==> src/rtl/gate_activation.sv <==
// rtl/gate_activation.sv - LSTM gate activation: per-row Wx+Uh+bias then sigmoid/hard-tanh, one row per cycle
// Optional build macro GATE_PREACT_SAT_EN: saturate the pre-activation sum instead of wrapping it.
module gate_activation #(
   parameter int NROW     = 16,
   parameter int QN       = 6,
   parameter int QM       = 11,
   parameter int ACT_TYPE = 0,
   localparam int BITWIDTH = QN + QM + 1
) (
   input  logic                     clk,
   input  logic                     reset,
   input  logic                     dataReadyIn,
   input  logic [NROW*BITWIDTH-1:0] wxVector,
   input  logic [NROW*BITWIDTH-1:0] uhVector,
   input  logic [NROW*BITWIDTH-1:0] biasVector,
   output logic                     busy,
   output logic                     dataReadyOut,
   output logic [NROW*BITWIDTH-1:0] activVector
);

   localparam int IW = (NROW > 1) ? $clog2(NROW) : 1;
`ifdef GATE_PREACT_SAT_EN
   localparam int PREW = BITWIDTH + 2;
`else
   localparam int PREW = BITWIDTH;
`endif

   typedef logic signed [BITWIDTH-1:0] word_t;
   typedef enum logic [1:0] {S_IDLE, S_RUN, S_DRAIN, S_DONE} state_t;

   localparam word_t                   ONE     = word_t'(2 ** QM);
   localparam word_t                   NEG_ONE = word_t'(-(2 ** QM));
   localparam logic signed [BITWIDTH:0] ONE_W  = (BITWIDTH + 1)'(2 ** QM);
   localparam logic signed [BITWIDTH:0] HALF_W = (BITWIDTH + 1)'(2 ** (QM - 1));
`ifdef GATE_PREACT_SAT_EN
   localparam logic signed [PREW-1:0]  SAT_HI  = PREW'(2 ** (BITWIDTH - 1) - 1);
   localparam logic signed [PREW-1:0]  SAT_LO  = PREW'(-(2 ** (BITWIDTH - 1)));
`endif

   state_t                   state_q;
   logic [IW-1:0]            idx_q;
   word_t                    wx_q   [NROW];
   word_t                    uh_q   [NROW];
   word_t                    bias_q [NROW];
   word_t                    act_q  [NROW];
   logic signed [PREW-1:0]   pre_q;
   logic                     pre_vld_q;
   logic [IW-1:0]            pre_row_q;
   logic                     busy_q;
   logic                     done_q;

   logic signed [PREW-1:0]   sum_d;
   word_t                    p_d;
   word_t                    y_d;
   logic signed [BITWIDTH:0] sig_d;

   // Size casts of signed operands sign-extend, so the sum cannot overflow in the saturating build.
   always_comb begin
      sum_d = PREW'(wx_q[idx_q]) + PREW'(uh_q[idx_q]) + PREW'(bias_q[idx_q]);
   end

   always_comb begin
`ifdef GATE_PREACT_SAT_EN
      if (pre_q > SAT_HI) begin
         p_d = word_t'(SAT_HI);
      end else if (pre_q < SAT_LO) begin
         p_d = word_t'(SAT_LO);
      end else begin
         p_d = pre_q[BITWIDTH-1:0];
      end
`else
      p_d = pre_q;
`endif
   end

   always_comb begin
      sig_d = (BITWIDTH + 1)'(p_d >>> 2) + HALF_W;
      y_d   = '0;
      if (ACT_TYPE == 0) begin
         if (sig_d < 0) begin
            y_d = '0;
         end else if (sig_d > ONE_W) begin
            y_d = ONE;
         end else begin
            y_d = word_t'(sig_d);
         end
      end else begin
         if (p_d > ONE) begin
            y_d = ONE;
         end else if (p_d < NEG_ONE) begin
            y_d = NEG_ONE;
         end else begin
            y_d = p_d;
         end
      end
   end

   always_ff @(posedge clk) begin
      if (reset) begin
         state_q   <= S_IDLE;
         idx_q     <= '0;
         pre_q     <= '0;
         pre_vld_q <= 1'b0;
         pre_row_q <= '0;
         busy_q    <= 1'b0;
         done_q    <= 1'b0;
         for (int r = 0; r < NROW; r++) begin
            wx_q[r]   <= '0;
            uh_q[r]   <= '0;
            bias_q[r] <= '0;
            act_q[r]  <= '0;
         end
      end else begin
         done_q    <= 1'b0;
         pre_vld_q <= 1'b0;
         if (pre_vld_q) begin
            act_q[pre_row_q] <= y_d;
         end
         case (state_q)
            S_IDLE: begin
               // busy stays up through the dataReadyOut cycle, which is already IDLE
               busy_q <= dataReadyIn;
               if (dataReadyIn) begin
                  for (int r = 0; r < NROW; r++) begin
                     wx_q[r]   <= wxVector[r*BITWIDTH +: BITWIDTH];
                     uh_q[r]   <= uhVector[r*BITWIDTH +: BITWIDTH];
                     bias_q[r] <= biasVector[r*BITWIDTH +: BITWIDTH];
                  end
                  idx_q   <= '0;
                  state_q <= S_RUN;
               end
            end
            S_RUN: begin
               pre_q     <= sum_d;
               pre_vld_q <= 1'b1;
               pre_row_q <= idx_q;
               if (idx_q == IW'(NROW - 1)) begin
                  state_q <= S_DRAIN;
               end else begin
                  idx_q <= idx_q + IW'(1);
               end
            end
            S_DRAIN: begin
               state_q <= S_DONE;
            end
            S_DONE: begin
               done_q  <= 1'b1;
               state_q <= S_IDLE;
            end
            default: begin
               state_q <= S_IDLE;
            end
         endcase
      end
   end

   for (genvar r = 0; r < NROW; r++) begin : g_pack
      assign activVector[r*BITWIDTH +: BITWIDTH] = act_q[r];
   end

   assign busy         = busy_q;
   assign dataReadyOut = done_q;

endmodule

==> config.mk <==
export PLATFORM = sky130hd
export DESIGN_NAME = gate_activation
export DESIGN_NICKNAME = d
export VERILOG_FILES = /design/src/rtl/gate_activation.sv
export SDC_FILE = /design/constraint.sdc
export NUM_CORES = 1
export LEC_CHECK = 0
export BUFFER_PORTS_ARGS = -buffer_cell sky130_fd_sc_hd__buf_2
export CORE_AREA = 2 2 449 451
export CTS_CLUSTER_SIZE = 16
export DETAILED_ROUTE_END_ITERATION = 10
export DIE_AREA = 0 0 451 453
export SLEW_MARGIN = 20
export SYNTH_ARGS = -nofsm -noshare
export SYNTH_HDL_FRONTEND = slang
export SYNTH_SLANG_ARGS = --single-unit
==> constraint.sdc <==
create_clock -name clk -period 32.6 [get_ports clk]
set_input_delay 1.63 -clock clk [delete_from_list [all_inputs] [get_ports clk]]
set_output_delay 1.63 -clock clk [all_outputs]
set_load 0.03 [all_outputs]
==> metrics.md <==
| Metric | Value |
|---|---|
| CTS clk-pin slew, worst paths | `0.06 ns` |
| Most frequent cells in the layout | `1,123 x buf_2, 1,120 x edfxtp_1, 541 x and2_1` |
| Crit path max fanout | `48` |
| Number of global-route vias before repair | `30,792` |
| Worst-margin pin slew | `approximately 1.1 ns` |
| Pwr Total | `4590 uW` |
| Fin crit share | `21.2%` |
| CTS tree | `built` |
| CTS Buf Count | `130` |
| Die width | `451 um` |
| Die Ht | `~450 um` |
| R2r setup slk | `25.68 ns` |
| Comb power frac | `22.9%` |
| Synthesized area | `0.0497 mm2` |
| Remaining Overflow, GRT | `0` |
| Final Critical Period | `6.92 ns` |
| Post-synth top flop | `edfxtp_1` |
| Synth Area per Inst | `16.5 um2` |
| Final std cells w/o fill | `between 6,000 and 7,000` |
| Worst endpoint data arrival time | `around 7.6 ns` |
| Final setup fails | `0` |
| Mapped Cells | `between 3,000 and 4,000` |
| Final #Nets | `5,100` |
| Final ANT Viol Nets | `0` |
| Required time of the critical path | `between 30 and 40 ns` |
| First-pass GRT wire length | `228 mm` |
| Outcome | `finished, final reports clean` |
| Startpoint Class | `flop` |
| Drt wl/cell | `23.9 um` |
| PwrDens | `around 73 mW/mm2` |
| Post-CTS Hold Buffers | `0` |
| Crit path kind | `reg2reg` |
| Worst Reg-to-Reg Cells | `18` |
| EDFF count, synth | `1,120` |
| Async SR Flop Fraction | `0%` |
| Initial core utilization | `24.9%` |
| Yosys cell types | `54` |
| Setup TNS | `0 ns` |
| Worst setup EP type | `flop` |
| Num rows | `~160` |
| CTS Sinks | `around 1,200` |
| DRT iter0 DRCs | `2,692` |
| Post-synth top area cell | `edfxtp_1` |
| CORE AREA | `0.199 mm2` |
| P_leak | `0.0241 uW` |
| Detailed Place HPWL | `127 mm` |
| Max-cap violations | `0` |
| Skew final | `roughly 0.040 ns` |
| Inst Count DP | `around 6,700` |
| Pins Over Slew Limit | `0` |
| Hold Crit Class | `reg2reg` |
| Sw frac | `29.6%` |
| Hold Startpoint | `busy$_SDFFE_PP0N_` |
| Largest cells by area after synthesis | `edfxtp_1 68%, mux4_2 12%, and2_1 6.8%` |
| Drt via density | `4.33` |
| Yosys top cell area share | `approximately two thirds` |
| DR pass1 iterations | `7` |
| Largest net degree at the start of global routing | `136` |
| Worst flop-to-flop path endpoint | `p_d[17]$_SDFFE_PP0P_` |
| Flops & latches, synth | `between 1,000 and 1,500` |
| CP endpoint | `p_d[17]$_SDFFE_PP0P_` |
| Final core occ | `31.5%` |
| I/O Buffers | `1,124` |
| Hold slack final | `0.467 ns` |
| Post-CTS setup buffer count | `0` |
| Top Ports | `1,157` |
| Share of cells above drive strength 1 | `38.0%` |
| Worst slew margin | `25.6%` |
| Ys Warns | `0` |
| Gpl congestion | `0.881` |
| Hold Vio Cnt, Final | `0` |
| Total track usage | `15.9%` |
| Vias | `30,266` |
| Die area | `0.204 mm2` |
| Reg power frac | `45.5%` |
| Post-synthesis sequential area ratio | `between 60% and 70%` |
| Clock share of power | `a little under a third` |
| Detailed Route WL | `167 mm` |
| Area delta synth->final | `26.3%` |
| Deepest clock path buffer count | `3` |
| Initial antenna violation count | `52` |
| Switching power | `approximately 1400 uW` |
| FMAX | `0.144 GHz` |
| Total internal power | `3230 uW` |
| Depth of the CTS H-tree | `4` |
| Post-CTS sizing | `0` |
| Unrepaired setup endpoints after global routing | `false` |
| Peak VDD IR | `0.0000493 V` |
| Root buf cell | `clkbuf_16` |
| Clock latency on the worst-skew pair | `a little under 0.8 ns` |
| Commonest non-fill, non-tap cell in the layout | `buf_2` |
| DR DRC count | `0` |
-- synthesized netlist by cell type (5+ instances only) --
cell,count
a211oi_1,5
a21o_1,5
a21oi_1,15
a31oi_1,5
and2_1,541
buf_1,8
buf_2,22
buf_4,32
clkbuf_1,163
dfxtp_1,33
edfxtp_1,1120
fa_1,17
ha_1,24
inv_1,18
mux2i_1,21
mux4_2,260
nand2_1,48
nand2b_1,23
nand3_1,16
nor2_1,233
nor2b_1,332
o21ai_0,5
xnor2_1,13
xor2_1,7
-- cells by family after synthesis --
group | after synthesis | synth area share [%]
simple gates | 1211 | 13.8
flops | 1153 | 69.1
mux | 285 | 12.4
buf+inv | 245 | 2.20
compound gates | 60 | 0.854
fa+ha+maj | 41 | 1.29
xor+xnor | 20 | 0.353
other cells | 1 | 0.00755
-- power by group through the flow --
stage	combinational [uW]	clock (uW)	sequential [uW]
detailed placement	1070	0	2120
global route	1140	1540	2110
floorplan	680	0	2320
global placement	1060	0	2120
CTS	1080	1490	2090
finish	1050	1450	2090
-- worst max-delay path, stage by stage, from the launching register on --
cell	delay (ns)
dfxtp_4	0.79
buf_4	0.71
buf_4	0.82
mux4_2	0.59
mux4_2	0.47
ha_1	0.34
nor2b_1	0.14
nand4_1	0.15
nand3b_1	0.10
and2_1	0.19
fa_1	0.46
a21o_1	0.22
a221oi_2	0.63
nand3_1	0.15
nand3_1	0.18
nor3_1	0.08
a2111oi_2	0.37
xnor2_1	0.12
a211oi_2	0.21
-- state kept, by name (all words and copies together) (netlist names), named ones only --
register and flops:
bias_q 288, uh_q 288, wx_q 288, act_q 256, p_d 16, idx_q 4
pre_row_q 4, state_q 2, busy 1, dataReadyOut 1, pre_vld_q 1
-- area by class of cell --
class	count	area (um2)
clock buffer	157	3480
inverter	18	67.6
fill	19564	137000
clock inverter	81	716
timing repair buffer	1176	6070
multi-input combinational	1713	14600
sequential	1153	34300
antenna	38	95.1
tap	2656	3320
-- metal layers --
| metal | track usage [%] | part of all wire (%) | wire [um] |
|---|---|---|---|
| met1 | 19.1 | 39 | 65100 |
| met4 | 6.99 | 3.8 | 6430 |
| met3 | 3.35 | 6.3 | 10600 |
| met5 | 0 | 0.095 | 159 |
| met2 | 27.3 | 51 | 85000 |
-- stage by stage --
step / instance area, um2 / setup WS [ns]
after global routing: 62700 / 24.99
after global placement: 58400 / 25.02
after detailed placement: 58400 / 24.89
after CTS: 62600 / 25.38
final: 62700 / 25.68
after floorplan: 50000 / 8.09
-- worst min-delay path by stage --
stage                                      end  slack [ns]  cells after the start
after floorplan           p_d[10]$_SDFFE_PP0P_        0.47                      2
after global placement       busy$_SDFFE_PP0N_        0.46                      2
after detailed placement     busy$_SDFFE_PP0N_        0.46                      2
after CTS                    busy$_SDFFE_PP0N_        0.47                      2
after global routing         busy$_SDFFE_PP0N_        0.50                      2
final                        busy$_SDFFE_PP0N_        0.47                      2
Power figures use the tool's default switching activity.
